<file path="config.mk">
export PLATFORM = sky130hd
export DESIGN_NAME = rv_id_ex_reg_flat
export DESIGN_NICKNAME = d
export VERILOG_FILES = /design/src/rtl/rv_id_ex_reg_pkg.sv /design/src/rtl/rv_id_ex_reg_if.sv /design/src/rtl/rv_hazard_lu.sv /design/src/rtl/rv_id_ex_reg.sv /design/src/flat_wrapper.sv
export SDC_FILE = /design/constraint.sdc
export NUM_CORES = 1
export LEC_CHECK = 0
export BUFFER_PORTS_ARGS = -buffer_cell sky130_fd_sc_hd__clkbuf_2
export CAP_MARGIN = 30
export CORE_AREA = 2 2 175 177
export DETAILED_ROUTE_END_ITERATION = 6
export DIE_AREA = 0 0 177 179
export SLEW_MARGIN = 10
export SYNTH_ARGS = -nofsm -noshare
export SYNTH_HDL_FRONTEND = slang
export SYNTH_SLANG_ARGS = --single-unit
</file>
<file path="constraint.sdc">
create_clock -name i_clk -period 5.2 [get_ports i_clk]
set_input_delay 0.78 -clock i_clk [delete_from_list [all_inputs] [get_ports i_clk]]
set_output_delay 0.78 -clock i_clk [all_outputs]
set_load 0.01 [all_outputs]
</file>
<file path="src/rtl/rv_id_ex_reg_pkg.sv">
// rtl/rv_id_ex_reg_pkg.sv - shared encodings, widths and control bundle for the ID/EX register
package rv_id_ex_reg_pkg;

   localparam int DMEM_BYTECTRL_W = 3;
   localparam int SRC_ALU_CTRL_W  = 4;
   localparam int SRC_RF_WD_W     = 2;
   localparam int BR_JP_W         = 2;
   localparam int REG_ADDR_W      = 5;

   localparam logic [BR_JP_W-1:0] BR_JP_NONE   = 2'b00;
   localparam logic [BR_JP_W-1:0] BR_JP_BRANCH = 2'b01;
   localparam logic [BR_JP_W-1:0] BR_JP_JALR   = 2'b10;
   localparam logic [BR_JP_W-1:0] BR_JP_JAL    = 2'b11;

   localparam logic BUBBLE_VALID   = 1'b0;
   localparam logic BUBBLE_RF_WE   = 1'b0;
   localparam logic BUBBLE_DMEM_WE = 1'b0;
   localparam logic BUBBLE_IS_LOAD = 1'b0;
   localparam logic [BR_JP_W-1:0] BUBBLE_IS_BR_JP = BR_JP_NONE;

   typedef struct packed {
      logic                       valid;
      logic                       is_load;
      logic                       alu_a_sel;
      logic                       alu_b_sel;
      logic                       dmem_we;
      logic                       rf_we;
      logic [SRC_ALU_CTRL_W-1:0]  alu_ctrl;
      logic [DMEM_BYTECTRL_W-1:0] dmem_bytectrl;
      logic [SRC_RF_WD_W-1:0]     rf_wd_pre_sel;
      logic [BR_JP_W-1:0]         is_br_jp;
   } ex_ctrl_t;

   // Only the fields that can cause architectural side effects are cleared.
   function automatic ex_ctrl_t make_bubble(input ex_ctrl_t c);
      ex_ctrl_t b;
      b          = c;
      b.valid    = BUBBLE_VALID;
      b.rf_we    = BUBBLE_RF_WE;
      b.dmem_we  = BUBBLE_DMEM_WE;
      b.is_load  = BUBBLE_IS_LOAD;
      b.is_br_jp = BUBBLE_IS_BR_JP;
      return b;
   endfunction

endpackage

</file>
<file path="src/rtl/rv_id_ex_reg_if.sv">
// rtl/rv_id_ex_reg_if.sv - Decode-side inputs, EX-stage outputs, stall and perf counters
interface rv_id_ex_reg_if #(
   parameter int XLEN = 32
);
   import rv_id_ex_reg_pkg::*;

   logic                       i_id_valid;
   logic [XLEN-1:0]            i_id_pc;
   logic [XLEN-1:0]            i_id_pc_plus_4;
   logic [XLEN-1:0]            i_id_rs1_data;
   logic [XLEN-1:0]            i_id_rs2_data;
   logic [XLEN-1:0]            i_id_imm;
   logic [REG_ADDR_W-1:0]      i_id_rs1;
   logic [REG_ADDR_W-1:0]      i_id_rs2;
   logic [REG_ADDR_W-1:0]      i_id_rd;
   logic                       i_id_rs1_use;
   logic                       i_id_rs2_use;
   logic [BR_JP_W-1:0]         i_id_is_br_jp;
   logic                       i_id_is_load;
   logic                       i_id_alu_a_sel;
   logic                       i_id_alu_b_sel;
   logic                       i_id_dmem_we;
   logic                       i_id_rf_we;
   logic [SRC_ALU_CTRL_W-1:0]  i_id_alu_ctrl;
   logic [DMEM_BYTECTRL_W-1:0] i_id_dmem_bytectrl;
   logic [SRC_RF_WD_W-1:0]     i_id_rf_wd_pre_sel;
   logic                       i_ex_hold;
   logic                       i_ex_flush;

   logic                       o_ex_valid;
   logic [XLEN-1:0]            o_ex_pc;
   logic [XLEN-1:0]            o_ex_pc_plus_4;
   logic [XLEN-1:0]            o_ex_rs1_data;
   logic [XLEN-1:0]            o_ex_rs2_data;
   logic [XLEN-1:0]            o_ex_imm;
   logic [REG_ADDR_W-1:0]      o_ex_rs1;
   logic [REG_ADDR_W-1:0]      o_ex_rs2;
   logic [REG_ADDR_W-1:0]      o_ex_rd;
   logic                       o_ex_rs1_use;
   logic                       o_ex_rs2_use;
   logic [BR_JP_W-1:0]         o_ex_is_br_jp;
   logic                       o_ex_is_load;
   logic                       o_ex_alu_a_sel;
   logic                       o_ex_alu_b_sel;
   logic                       o_ex_dmem_we;
   logic                       o_ex_rf_we;
   logic [SRC_ALU_CTRL_W-1:0]  o_ex_alu_ctrl;
   logic [DMEM_BYTECTRL_W-1:0] o_ex_dmem_bytectrl;
   logic [SRC_RF_WD_W-1:0]     o_ex_rf_wd_pre_sel;
   logic                       o_id_stall;
   logic [31:0]                o_perf_bubble_cnt;
   logic [31:0]                o_perf_flush_cnt;

   modport slave (
      input  i_id_valid, i_id_pc, i_id_pc_plus_4, i_id_rs1_data, i_id_rs2_data, i_id_imm,
             i_id_rs1, i_id_rs2, i_id_rd, i_id_rs1_use, i_id_rs2_use, i_id_is_br_jp,
             i_id_is_load, i_id_alu_a_sel, i_id_alu_b_sel, i_id_dmem_we, i_id_rf_we,
             i_id_alu_ctrl, i_id_dmem_bytectrl, i_id_rf_wd_pre_sel, i_ex_hold, i_ex_flush,
      output o_ex_valid, o_ex_pc, o_ex_pc_plus_4, o_ex_rs1_data, o_ex_rs2_data, o_ex_imm,
             o_ex_rs1, o_ex_rs2, o_ex_rd, o_ex_rs1_use, o_ex_rs2_use, o_ex_is_br_jp,
             o_ex_is_load, o_ex_alu_a_sel, o_ex_alu_b_sel, o_ex_dmem_we, o_ex_rf_we,
             o_ex_alu_ctrl, o_ex_dmem_bytectrl, o_ex_rf_wd_pre_sel, o_id_stall,
             o_perf_bubble_cnt, o_perf_flush_cnt
   );

   modport master (
      output i_id_valid, i_id_pc, i_id_pc_plus_4, i_id_rs1_data, i_id_rs2_data, i_id_imm,
             i_id_rs1, i_id_rs2, i_id_rd, i_id_rs1_use, i_id_rs2_use, i_id_is_br_jp,
             i_id_is_load, i_id_alu_a_sel, i_id_alu_b_sel, i_id_dmem_we, i_id_rf_we,
             i_id_alu_ctrl, i_id_dmem_bytectrl, i_id_rf_wd_pre_sel, i_ex_hold, i_ex_flush,
      input  o_ex_valid, o_ex_pc, o_ex_pc_plus_4, o_ex_rs1_data, o_ex_rs2_data, o_ex_imm,
             o_ex_rs1, o_ex_rs2, o_ex_rd, o_ex_rs1_use, o_ex_rs2_use, o_ex_is_br_jp,
             o_ex_is_load, o_ex_alu_a_sel, o_ex_alu_b_sel, o_ex_dmem_we, o_ex_rf_we,
             o_ex_alu_ctrl, o_ex_dmem_bytectrl, o_ex_rf_wd_pre_sel, o_id_stall,
             o_perf_bubble_cnt, o_perf_flush_cnt
   );

endinterface

</file>
<file path="src/rtl/rv_hazard_lu.sv">
// rtl/rv_hazard_lu.sv - combinational load-use comparator between EX load and Decode sources
module rv_hazard_lu
   import rv_id_ex_reg_pkg::*;
(
   input  logic                  i_ex_valid,
   input  logic                  i_ex_is_load,
   input  logic [REG_ADDR_W-1:0] i_ex_rd,
   input  logic                  i_id_valid,
   input  logic [REG_ADDR_W-1:0] i_id_rs1,
   input  logic                  i_id_rs1_use,
   input  logic [REG_ADDR_W-1:0] i_id_rs2,
   input  logic                  i_id_rs2_use,
   output logic                  o_lu
);

   logic ex_load_live;
   logic rs1_hit;
   logic rs2_hit;

   // x0 is hardwired, so a load targeting it never produces data anyone waits for.
   always_comb begin
      ex_load_live = i_ex_valid & i_ex_is_load & (i_ex_rd != '0);
      rs1_hit      = i_id_rs1_use & (i_id_rs1 == i_ex_rd);
      rs2_hit      = i_id_rs2_use & (i_id_rs2 == i_ex_rd);
      o_lu         = ex_load_live & i_id_valid & (rs1_hit | rs2_hit);
   end

endmodule

</file>
<file path="src/rtl/rv_id_ex_reg.sv">
// rtl/rv_id_ex_reg.sv - ID/EX pipeline register with load-use stall and flush bubbles
// Optional perf counters built when RV_IDEX_PERF_CNT_EN is defined.
module rv_id_ex_reg
   import rv_id_ex_reg_pkg::*;
#(
   parameter int XLEN = 32
) (
   input  logic           i_clk,
   input  logic           i_rstn,
   rv_id_ex_reg_if.slave  ex_bus
);

   ex_ctrl_t              id_ctrl;
   ex_ctrl_t              ctrl_d,     ctrl_q;
   logic [XLEN-1:0]       pc_d,       pc_q;
   logic [XLEN-1:0]       pc_plus_4_d, pc_plus_4_q;
   logic [XLEN-1:0]       rs1_data_d, rs1_data_q;
   logic [XLEN-1:0]       rs2_data_d, rs2_data_q;
   logic [XLEN-1:0]       imm_d,      imm_q;
   logic [REG_ADDR_W-1:0] rs1_d,      rs1_q;
   logic [REG_ADDR_W-1:0] rs2_d,      rs2_q;
   logic [REG_ADDR_W-1:0] rd_d,       rd_q;
   logic                  rs1_use_d,  rs1_use_q;
   logic                  rs2_use_d,  rs2_use_q;
   logic                  lu;
   logic                  load_bubble;
   logic                  load_flush;
   logic                  capture;

   rv_hazard_lu u_hazard_lu (
      .i_ex_valid   (ctrl_q.valid),
      .i_ex_is_load (ctrl_q.is_load),
      .i_ex_rd      (rd_q),
      .i_id_valid   (ex_bus.i_id_valid),
      .i_id_rs1     (ex_bus.i_id_rs1),
      .i_id_rs1_use (ex_bus.i_id_rs1_use),
      .i_id_rs2     (ex_bus.i_id_rs2),
      .i_id_rs2_use (ex_bus.i_id_rs2_use),
      .o_lu         (lu)
   );

   always_comb begin
      id_ctrl.valid         = ex_bus.i_id_valid;
      id_ctrl.is_load       = ex_bus.i_id_is_load;
      id_ctrl.alu_a_sel     = ex_bus.i_id_alu_a_sel;
      id_ctrl.alu_b_sel     = ex_bus.i_id_alu_b_sel;
      id_ctrl.dmem_we       = ex_bus.i_id_dmem_we;
      id_ctrl.rf_we         = ex_bus.i_id_rf_we;
      id_ctrl.alu_ctrl      = ex_bus.i_id_alu_ctrl;
      id_ctrl.dmem_bytectrl = ex_bus.i_id_dmem_bytectrl;
      id_ctrl.rf_wd_pre_sel = ex_bus.i_id_rf_wd_pre_sel;
      id_ctrl.is_br_jp      = ex_bus.i_id_is_br_jp;
   end

   // Flush beats hold; hold beats the load-use bubble; otherwise Decode advances.
   always_comb begin
      load_flush  = ex_bus.i_ex_flush;
      load_bubble = ~ex_bus.i_ex_flush & ~ex_bus.i_ex_hold & lu;
      capture     = ~ex_bus.i_ex_flush & ~ex_bus.i_ex_hold & ~lu;

      ctrl_d      = ctrl_q;
      pc_d        = pc_q;
      pc_plus_4_d = pc_plus_4_q;
      rs1_data_d  = rs1_data_q;
      rs2_data_d  = rs2_data_q;
      imm_d       = imm_q;
      rs1_d       = rs1_q;
      rs2_d       = rs2_q;
      rd_d        = rd_q;
      rs1_use_d   = rs1_use_q;
      rs2_use_d   = rs2_use_q;

      if (load_flush || load_bubble) begin
         ctrl_d = make_bubble(ctrl_q);
      end else if (capture) begin
         ctrl_d      = ex_bus.i_id_valid ? id_ctrl : make_bubble(id_ctrl);
         pc_d        = ex_bus.i_id_pc;
         pc_plus_4_d = ex_bus.i_id_pc_plus_4;
         rs1_data_d  = ex_bus.i_id_rs1_data;
         rs2_data_d  = ex_bus.i_id_rs2_data;
         imm_d       = ex_bus.i_id_imm;
         rs1_d       = ex_bus.i_id_rs1;
         rs2_d       = ex_bus.i_id_rs2;
         rd_d        = ex_bus.i_id_rd;
         rs1_use_d   = ex_bus.i_id_rs1_use;
         rs2_use_d   = ex_bus.i_id_rs2_use;
      end
   end

   always_ff @(posedge i_clk) begin
      if (!i_rstn) begin
         ctrl_q      <= '0;
         pc_q        <= '0;
         pc_plus_4_q <= '0;
         rs1_data_q  <= '0;
         rs2_data_q  <= '0;
         imm_q       <= '0;
         rs1_q       <= '0;
         rs2_q       <= '0;
         rd_q        <= '0;
         rs1_use_q   <= 1'b0;
         rs2_use_q   <= 1'b0;
      end else begin
         ctrl_q      <= ctrl_d;
         pc_q        <= pc_d;
         pc_plus_4_q <= pc_plus_4_d;
         rs1_data_q  <= rs1_data_d;
         rs2_data_q  <= rs2_data_d;
         imm_q       <= imm_d;
         rs1_q       <= rs1_d;
         rs2_q       <= rs2_d;
         rd_q        <= rd_d;
         rs1_use_q   <= rs1_use_d;
         rs2_use_q   <= rs2_use_d;
      end
   end

   // Stall is masked during reset so Fetch never sees a stale hazard from old EX state.
   assign ex_bus.o_id_stall = i_rstn & (lu | ex_bus.i_ex_hold) & ~ex_bus.i_ex_flush;

   assign ex_bus.o_ex_valid         = ctrl_q.valid;
   assign ex_bus.o_ex_is_load       = ctrl_q.is_load;
   assign ex_bus.o_ex_alu_a_sel     = ctrl_q.alu_a_sel;
   assign ex_bus.o_ex_alu_b_sel     = ctrl_q.alu_b_sel;
   assign ex_bus.o_ex_dmem_we       = ctrl_q.dmem_we;
   assign ex_bus.o_ex_rf_we         = ctrl_q.rf_we;
   assign ex_bus.o_ex_alu_ctrl      = ctrl_q.alu_ctrl;
   assign ex_bus.o_ex_dmem_bytectrl = ctrl_q.dmem_bytectrl;
   assign ex_bus.o_ex_rf_wd_pre_sel = ctrl_q.rf_wd_pre_sel;
   assign ex_bus.o_ex_is_br_jp      = ctrl_q.is_br_jp;
   assign ex_bus.o_ex_pc            = pc_q;
   assign ex_bus.o_ex_pc_plus_4     = pc_plus_4_q;
   assign ex_bus.o_ex_rs1_data      = rs1_data_q;
   assign ex_bus.o_ex_rs2_data      = rs2_data_q;
   assign ex_bus.o_ex_imm           = imm_q;
   assign ex_bus.o_ex_rs1           = rs1_q;
   assign ex_bus.o_ex_rs2           = rs2_q;
   assign ex_bus.o_ex_rd            = rd_q;
   assign ex_bus.o_ex_rs1_use       = rs1_use_q;
   assign ex_bus.o_ex_rs2_use       = rs2_use_q;

`ifdef RV_IDEX_PERF_CNT_EN
   logic [31:0] bubble_cnt_d, bubble_cnt_q;
   logic [31:0] flush_cnt_d,  flush_cnt_q;

   // Both counters stick at all-ones rather than wrapping.
   always_comb begin
      bubble_cnt_d = bubble_cnt_q;
      flush_cnt_d  = flush_cnt_q;
      if (load_bubble && (bubble_cnt_q != 32'hFFFF_FFFF)) begin
         bubble_cnt_d = bubble_cnt_q + 32'd1;
      end
      if (load_flush && (flush_cnt_q != 32'hFFFF_FFFF)) begin
         flush_cnt_d = flush_cnt_q + 32'd1;
      end
   end

   always_ff @(posedge i_clk) begin
      if (!i_rstn) begin
         bubble_cnt_q <= '0;
         flush_cnt_q  <= '0;
      end else begin
         bubble_cnt_q <= bubble_cnt_d;
         flush_cnt_q  <= flush_cnt_d;
      end
   end

   assign ex_bus.o_perf_bubble_cnt = bubble_cnt_q;
   assign ex_bus.o_perf_flush_cnt  = flush_cnt_q;
`else
   assign ex_bus.o_perf_bubble_cnt = '0;
   assign ex_bus.o_perf_flush_cnt  = '0;
`endif

endmodule
</file>
<file path="src/flat_wrapper.sv">
// flat-port wrapper written by rule: the top's interface ports become plain ports
module rv_id_ex_reg_flat import rv_id_ex_reg_pkg::*;
#(
   parameter int XLEN = 32
)
  (i_clk, i_rstn, ex_bus_i_id_valid, ex_bus_i_id_pc, ex_bus_i_id_pc_plus_4, ex_bus_i_id_rs1_data, ex_bus_i_id_rs2_data, ex_bus_i_id_imm, ex_bus_i_id_rs1, ex_bus_i_id_rs2, ex_bus_i_id_rd, ex_bus_i_id_rs1_use, ex_bus_i_id_rs2_use, ex_bus_i_id_is_br_jp, ex_bus_i_id_is_load, ex_bus_i_id_alu_a_sel, ex_bus_i_id_alu_b_sel, ex_bus_i_id_dmem_we, ex_bus_i_id_rf_we, ex_bus_i_id_alu_ctrl, ex_bus_i_id_dmem_bytectrl, ex_bus_i_id_rf_wd_pre_sel, ex_bus_i_ex_hold, ex_bus_i_ex_flush, ex_bus_o_ex_valid, ex_bus_o_ex_pc, ex_bus_o_ex_pc_plus_4, ex_bus_o_ex_rs1_data, ex_bus_o_ex_rs2_data, ex_bus_o_ex_imm, ex_bus_o_ex_rs1, ex_bus_o_ex_rs2, ex_bus_o_ex_rd, ex_bus_o_ex_rs1_use, ex_bus_o_ex_rs2_use, ex_bus_o_ex_is_br_jp, ex_bus_o_ex_is_load, ex_bus_o_ex_alu_a_sel, ex_bus_o_ex_alu_b_sel, ex_bus_o_ex_dmem_we, ex_bus_o_ex_rf_we, ex_bus_o_ex_alu_ctrl, ex_bus_o_ex_dmem_bytectrl, ex_bus_o_ex_rf_wd_pre_sel, ex_bus_o_id_stall, ex_bus_o_perf_bubble_cnt, ex_bus_o_perf_flush_cnt);
  rv_id_ex_reg_if #(.XLEN(XLEN)) ex_bus_i ();
  input  logic i_clk;
  input  logic i_rstn;
  input wire logic [$bits(ex_bus_i.i_id_valid)-1:0] ex_bus_i_id_valid;
  input wire logic [$bits(ex_bus_i.i_id_pc)-1:0] ex_bus_i_id_pc;
  input wire logic [$bits(ex_bus_i.i_id_pc_plus_4)-1:0] ex_bus_i_id_pc_plus_4;
  input wire logic [$bits(ex_bus_i.i_id_rs1_data)-1:0] ex_bus_i_id_rs1_data;
  input wire logic [$bits(ex_bus_i.i_id_rs2_data)-1:0] ex_bus_i_id_rs2_data;
  input wire logic [$bits(ex_bus_i.i_id_imm)-1:0] ex_bus_i_id_imm;
  input wire logic [$bits(ex_bus_i.i_id_rs1)-1:0] ex_bus_i_id_rs1;
  input wire logic [$bits(ex_bus_i.i_id_rs2)-1:0] ex_bus_i_id_rs2;
  input wire logic [$bits(ex_bus_i.i_id_rd)-1:0] ex_bus_i_id_rd;
  input wire logic [$bits(ex_bus_i.i_id_rs1_use)-1:0] ex_bus_i_id_rs1_use;
  input wire logic [$bits(ex_bus_i.i_id_rs2_use)-1:0] ex_bus_i_id_rs2_use;
  input wire logic [$bits(ex_bus_i.i_id_is_br_jp)-1:0] ex_bus_i_id_is_br_jp;
  input wire logic [$bits(ex_bus_i.i_id_is_load)-1:0] ex_bus_i_id_is_load;
  input wire logic [$bits(ex_bus_i.i_id_alu_a_sel)-1:0] ex_bus_i_id_alu_a_sel;
  input wire logic [$bits(ex_bus_i.i_id_alu_b_sel)-1:0] ex_bus_i_id_alu_b_sel;
  input wire logic [$bits(ex_bus_i.i_id_dmem_we)-1:0] ex_bus_i_id_dmem_we;
  input wire logic [$bits(ex_bus_i.i_id_rf_we)-1:0] ex_bus_i_id_rf_we;
  input wire logic [$bits(ex_bus_i.i_id_alu_ctrl)-1:0] ex_bus_i_id_alu_ctrl;
  input wire logic [$bits(ex_bus_i.i_id_dmem_bytectrl)-1:0] ex_bus_i_id_dmem_bytectrl;
  input wire logic [$bits(ex_bus_i.i_id_rf_wd_pre_sel)-1:0] ex_bus_i_id_rf_wd_pre_sel;
  input wire logic [$bits(ex_bus_i.i_ex_hold)-1:0] ex_bus_i_ex_hold;
  input wire logic [$bits(ex_bus_i.i_ex_flush)-1:0] ex_bus_i_ex_flush;
  output wire logic [$bits(ex_bus_i.o_ex_valid)-1:0] ex_bus_o_ex_valid;
  output wire logic [$bits(ex_bus_i.o_ex_pc)-1:0] ex_bus_o_ex_pc;
  output wire logic [$bits(ex_bus_i.o_ex_pc_plus_4)-1:0] ex_bus_o_ex_pc_plus_4;
  output wire logic [$bits(ex_bus_i.o_ex_rs1_data)-1:0] ex_bus_o_ex_rs1_data;
  output wire logic [$bits(ex_bus_i.o_ex_rs2_data)-1:0] ex_bus_o_ex_rs2_data;
  output wire logic [$bits(ex_bus_i.o_ex_imm)-1:0] ex_bus_o_ex_imm;
  output wire logic [$bits(ex_bus_i.o_ex_rs1)-1:0] ex_bus_o_ex_rs1;
  output wire logic [$bits(ex_bus_i.o_ex_rs2)-1:0] ex_bus_o_ex_rs2;
  output wire logic [$bits(ex_bus_i.o_ex_rd)-1:0] ex_bus_o_ex_rd;
  output wire logic [$bits(ex_bus_i.o_ex_rs1_use)-1:0] ex_bus_o_ex_rs1_use;
  output wire logic [$bits(ex_bus_i.o_ex_rs2_use)-1:0] ex_bus_o_ex_rs2_use;
  output wire logic [$bits(ex_bus_i.o_ex_is_br_jp)-1:0] ex_bus_o_ex_is_br_jp;
  output wire logic [$bits(ex_bus_i.o_ex_is_load)-1:0] ex_bus_o_ex_is_load;
  output wire logic [$bits(ex_bus_i.o_ex_alu_a_sel)-1:0] ex_bus_o_ex_alu_a_sel;
  output wire logic [$bits(ex_bus_i.o_ex_alu_b_sel)-1:0] ex_bus_o_ex_alu_b_sel;
  output wire logic [$bits(ex_bus_i.o_ex_dmem_we)-1:0] ex_bus_o_ex_dmem_we;
  output wire logic [$bits(ex_bus_i.o_ex_rf_we)-1:0] ex_bus_o_ex_rf_we;
  output wire logic [$bits(ex_bus_i.o_ex_alu_ctrl)-1:0] ex_bus_o_ex_alu_ctrl;
  output wire logic [$bits(ex_bus_i.o_ex_dmem_bytectrl)-1:0] ex_bus_o_ex_dmem_bytectrl;
  output wire logic [$bits(ex_bus_i.o_ex_rf_wd_pre_sel)-1:0] ex_bus_o_ex_rf_wd_pre_sel;
  output wire logic [$bits(ex_bus_i.o_id_stall)-1:0] ex_bus_o_id_stall;
  output wire logic [$bits(ex_bus_i.o_perf_bubble_cnt)-1:0] ex_bus_o_perf_bubble_cnt;
  output wire logic [$bits(ex_bus_i.o_perf_flush_cnt)-1:0] ex_bus_o_perf_flush_cnt;
  assign ex_bus_i.i_id_valid = ex_bus_i_id_valid;
  assign ex_bus_i.i_id_pc = ex_bus_i_id_pc;
  assign ex_bus_i.i_id_pc_plus_4 = ex_bus_i_id_pc_plus_4;
  assign ex_bus_i.i_id_rs1_data = ex_bus_i_id_rs1_data;
  assign ex_bus_i.i_id_rs2_data = ex_bus_i_id_rs2_data;
  assign ex_bus_i.i_id_imm = ex_bus_i_id_imm;
  assign ex_bus_i.i_id_rs1 = ex_bus_i_id_rs1;
  assign ex_bus_i.i_id_rs2 = ex_bus_i_id_rs2;
  assign ex_bus_i.i_id_rd = ex_bus_i_id_rd;
  assign ex_bus_i.i_id_rs1_use = ex_bus_i_id_rs1_use;
  assign ex_bus_i.i_id_rs2_use = ex_bus_i_id_rs2_use;
  assign ex_bus_i.i_id_is_br_jp = ex_bus_i_id_is_br_jp;
  assign ex_bus_i.i_id_is_load = ex_bus_i_id_is_load;
  assign ex_bus_i.i_id_alu_a_sel = ex_bus_i_id_alu_a_sel;
  assign ex_bus_i.i_id_alu_b_sel = ex_bus_i_id_alu_b_sel;
  assign ex_bus_i.i_id_dmem_we = ex_bus_i_id_dmem_we;
  assign ex_bus_i.i_id_rf_we = ex_bus_i_id_rf_we;
  assign ex_bus_i.i_id_alu_ctrl = ex_bus_i_id_alu_ctrl;
  assign ex_bus_i.i_id_dmem_bytectrl = ex_bus_i_id_dmem_bytectrl;
  assign ex_bus_i.i_id_rf_wd_pre_sel = ex_bus_i_id_rf_wd_pre_sel;
  assign ex_bus_i.i_ex_hold = ex_bus_i_ex_hold;
  assign ex_bus_i.i_ex_flush = ex_bus_i_ex_flush;
  assign ex_bus_o_ex_valid = ex_bus_i.o_ex_valid;
  assign ex_bus_o_ex_pc = ex_bus_i.o_ex_pc;
  assign ex_bus_o_ex_pc_plus_4 = ex_bus_i.o_ex_pc_plus_4;
  assign ex_bus_o_ex_rs1_data = ex_bus_i.o_ex_rs1_data;
  assign ex_bus_o_ex_rs2_data = ex_bus_i.o_ex_rs2_data;
  assign ex_bus_o_ex_imm = ex_bus_i.o_ex_imm;
  assign ex_bus_o_ex_rs1 = ex_bus_i.o_ex_rs1;
  assign ex_bus_o_ex_rs2 = ex_bus_i.o_ex_rs2;
  assign ex_bus_o_ex_rd = ex_bus_i.o_ex_rd;
  assign ex_bus_o_ex_rs1_use = ex_bus_i.o_ex_rs1_use;
  assign ex_bus_o_ex_rs2_use = ex_bus_i.o_ex_rs2_use;
  assign ex_bus_o_ex_is_br_jp = ex_bus_i.o_ex_is_br_jp;
  assign ex_bus_o_ex_is_load = ex_bus_i.o_ex_is_load;
  assign ex_bus_o_ex_alu_a_sel = ex_bus_i.o_ex_alu_a_sel;
  assign ex_bus_o_ex_alu_b_sel = ex_bus_i.o_ex_alu_b_sel;
  assign ex_bus_o_ex_dmem_we = ex_bus_i.o_ex_dmem_we;
  assign ex_bus_o_ex_rf_we = ex_bus_i.o_ex_rf_we;
  assign ex_bus_o_ex_alu_ctrl = ex_bus_i.o_ex_alu_ctrl;
  assign ex_bus_o_ex_dmem_bytectrl = ex_bus_i.o_ex_dmem_bytectrl;
  assign ex_bus_o_ex_rf_wd_pre_sel = ex_bus_i.o_ex_rf_wd_pre_sel;
  assign ex_bus_o_id_stall = ex_bus_i.o_id_stall;
  assign ex_bus_o_perf_bubble_cnt = ex_bus_i.o_perf_bubble_cnt;
  assign ex_bus_o_perf_flush_cnt = ex_bus_i.o_perf_flush_cnt;
  rv_id_ex_reg #(.XLEN(XLEN)) u_core (.i_clk(i_clk), .i_rstn(i_rstn), .ex_bus(ex_bus_i));
endmodule
</file>
==> results.cfg <==
[sta]
finalSetupViolations = 0
relSlewSlack_pct = 33.1
fin_crit_ps = 2750
period_share_pct = 53.0
skew_ps = 11.1
rsz0062_at_grt = false
tns_ps = 0
whs_ps = 456
hold_viol_final = 0
worst-slew-pin-transition_ps = 1000
clock.fmax_ghz = 0.363
slew_viol_final = 0
worst_slack_ps = 2450

[pwr]
leakage_nw = 5.26
power_density_mw_per_mm2 = 307
ir_worst_vdd_mv = 0.176

[critical_path]
rrSetupSlack_ps = 2600
end_kind = output port
cp_data_required_time_ps = 4420
rr_worst_depth = 6
cp_data_arrival_time_ps = 1970
startpoint = i_rstn
regToRegStartpoint = u_core.ex_bus.o_ex_rd[4]
path_class = in -> out
start_kind = primary input
r2r_end = u_core.ex_bus.o_ex_rs2_data[16]
path_max_fanout = 85

[routing]
first_iter_violations = 239
vias = 6984
drc = 0
wl_mm = 21.9
drt-pass1-iter-count = 4
routedWlPerCell_um = 12.9
viasPerCell = 4.12
antenna_left = 0

[cells_and_area]
utilization_pct = 36.3
fin_nets = 1485
fill_cells = 3188
finalNonFillerCells = 1697
drive_above_1_share_pct = 33.4
area_growth_pct = 31.2

[placement]
gp_congestion = 0.766
portBuffers = 392
dpl_worst_slack_ps = 2090
dp.cells = 1664
hpwl_mm = 16.0

[clock_network]
cts.sink_count = 194
cts_buffers = 17
cts.clk_slew.worst_paths_ps = 70
htreeDepth = 4
postCtsSetupBuffers = 0
clock_latency_ps = 430
cts_tree = yes
cts_resized = 0
cts_buffer_depth = 2
root_buffer = clkbuf_16
cts_hold_buf = 0

[worst_hold_path]
min_path_cells = 2
holdCritStartpoint = u_core.ex_bus.o_ex_pc_plus_4[7]
hold_end = u_core.ex_bus.o_ex_pc_plus_4[7]
hold_class = reg -> reg

[run]
max-cap-violations = 0

[die]
die_x_um = 177
io_pins = 457
fp.coreArea_mm2 = 0.0300
start_util_pct = 27.7
die_h_um = 179
dieArea_mm2 = 0.0317
core.rowCount = 64

[global_routing]
grt_pass1_vias = 6349
grt_first_pass_wirelength_mm = 32.5
globalRoute.totalOverflow = 0
antenna_found_initial = 0
grtUsageTotal_pct = 12.9
grt_max_degree = 210

[synth]
yosysUniqueCellTypes = 23
yosysWarnings = 0
ys_seq_area_share_pct = 46.7
synthCells = 932
synth_area_mm2 = 0.00832
syn_avg_cell_area_um2 = 8.93
synth-seq-cells = 194

[outcome]
status = completed
[per-layer routing]
| layer | global-route usage (%) | share of wire, % |
|---|---|---|
| met5 | 0 | 0 |
| met4 | 3.31 | 0.79 |
| met3 | 4.52 | 8.9 |
| met2 | 21.5 | 48 |
| met1 | 15.7 | 42 |
[cell families after synthesis]
| logic type | synth area share (%) |
|---|---|
| and+or+nand+nor | 18.6 |
| buffers and inverters | 10.1 |
| DFF | 46.7 |
| other | 0.0451 |
| xor gates and xnor gates | 1.05 |
| muxes | 22.6 |
| AOI/OAI and AO/OA | 0.887 |
[cells in the mapped netlist]
cell type	count	area, um2
a32oi_1	1	8.76
and2_0	1	6.26
buf_1	1	3.75
buf_2	7	35.0
buf_4	64	480
buf_6	14	158
clkbuf_1	44	165
conb_1	1	3.75
dfxtp_1	194	3880
mux2i_1	188	1880
nand2_1	378	1420
nand3_1	5	25.0
nand4_1	1	6.26
nand4b_1	6	52.6
nor2_1	3	11.3
nor2b_1	1	6.26
nor3_1	2	10.0
nor4_1	2	12.5
o21a_1	2	15.0
o21ai_0	1	5.00
o31ai_1	6	45.0
xnor2_1	2	17.5
xor2_1	8	70.1
[registers in the layout (all words and copies together), names as in the netlist, 2 cells and up]
name,count
u_core.ex_bus.o_ex_rs2,5
u_core.ex_bus.o_ex_pc,32
u_core.ex_bus.o_ex_is_br_jp,2
u_core.ex_bus.o_ex_rs1,5
u_core.ex_bus.o_ex_imm,32
u_core.ex_bus.o_ex_dmem_bytectrl,3
u_core.ex_bus.o_ex_rd,5
u_core.ex_bus.o_ex_rs1_data,32
u_core.ex_bus.o_ex_rs2_data,32
u_core.ex_bus.o_ex_alu_ctrl,4
u_core.ex_bus.o_ex_rf_wd_pre_sel,2
u_core.ex_bus.o_ex_pc_plus_4,32
[layout make-up]
class	count	area [um2]	share of cell area, %
flip-flops and latches	194	3880	35.6
clock buffers	22	474	4.34
clock inverters	10	101	0.929
diodes	1	2.50	0.0229
well taps	396	495	4.54
repair buffers	403	2120	19.4
multi-input cells	671	3840	35.2
[where the power goes]
| group | internal, W | leakage [nW] | switching, W |
|---|---|---|---|
| Clock | 0.000705 | 0.273 | 0.000600 |
| Sequential | 0.00156 | 1.59 | 0.0000412 |
| Combinational | 0.000192 | 3.40 | 0.000249 |
[layout by cell type, fill, tap and decap left out, drive strengths merged, types with 3 or more instances in the layout]
cell	Yosys	layout
nor2	3	3
o31ai	6	6
clkinv	0	4
conb	1	64
xor2	8	8
clkinvlp	0	3
mux2i	188	188
nand3	5	5
dfxtp	194	194
buf	86	12
nand4b	6	6
clkbuf	44	413
nand2	378	378
[critical path, cell delays in order]
cell and delay (ps):
buf_8 350, nor2b_1 480, o21a_1 200, clkbuf_2 130
[how the worst max path moves through the flow]
stage                     cells after the start                              end  slack, ps
after floorplan                               5                ex_bus_o_id_stall       2790
after global placement                        7  u_core.ex_bus.o_ex_rs1_data[14]       2100
after detailed placement                      7  u_core.ex_bus.o_ex_rs2_data[16]       2090
after CTS                                     4                ex_bus_o_id_stall       2430
after global routing                          4                ex_bus_o_id_stall       2320
final                                         4                ex_bus_o_id_stall       2450
[through the flow]
| step | cell area, um2 | power [W] |
|---|---|---|
| 4_1_cts | 10900 | 0.00341 |
| 3_5_place_dp | 10300 | 0.00208 |
| 6_report | 10900 | 0.00335 |
| 3_3_place_gp | 10300 | 0.00208 |
| 2_1_floorplan | 8560 | 0.00192 |
| 5_1_grt | 10900 | 0.00351 |
No activity file was read; power rests on OpenSTA's default activity.
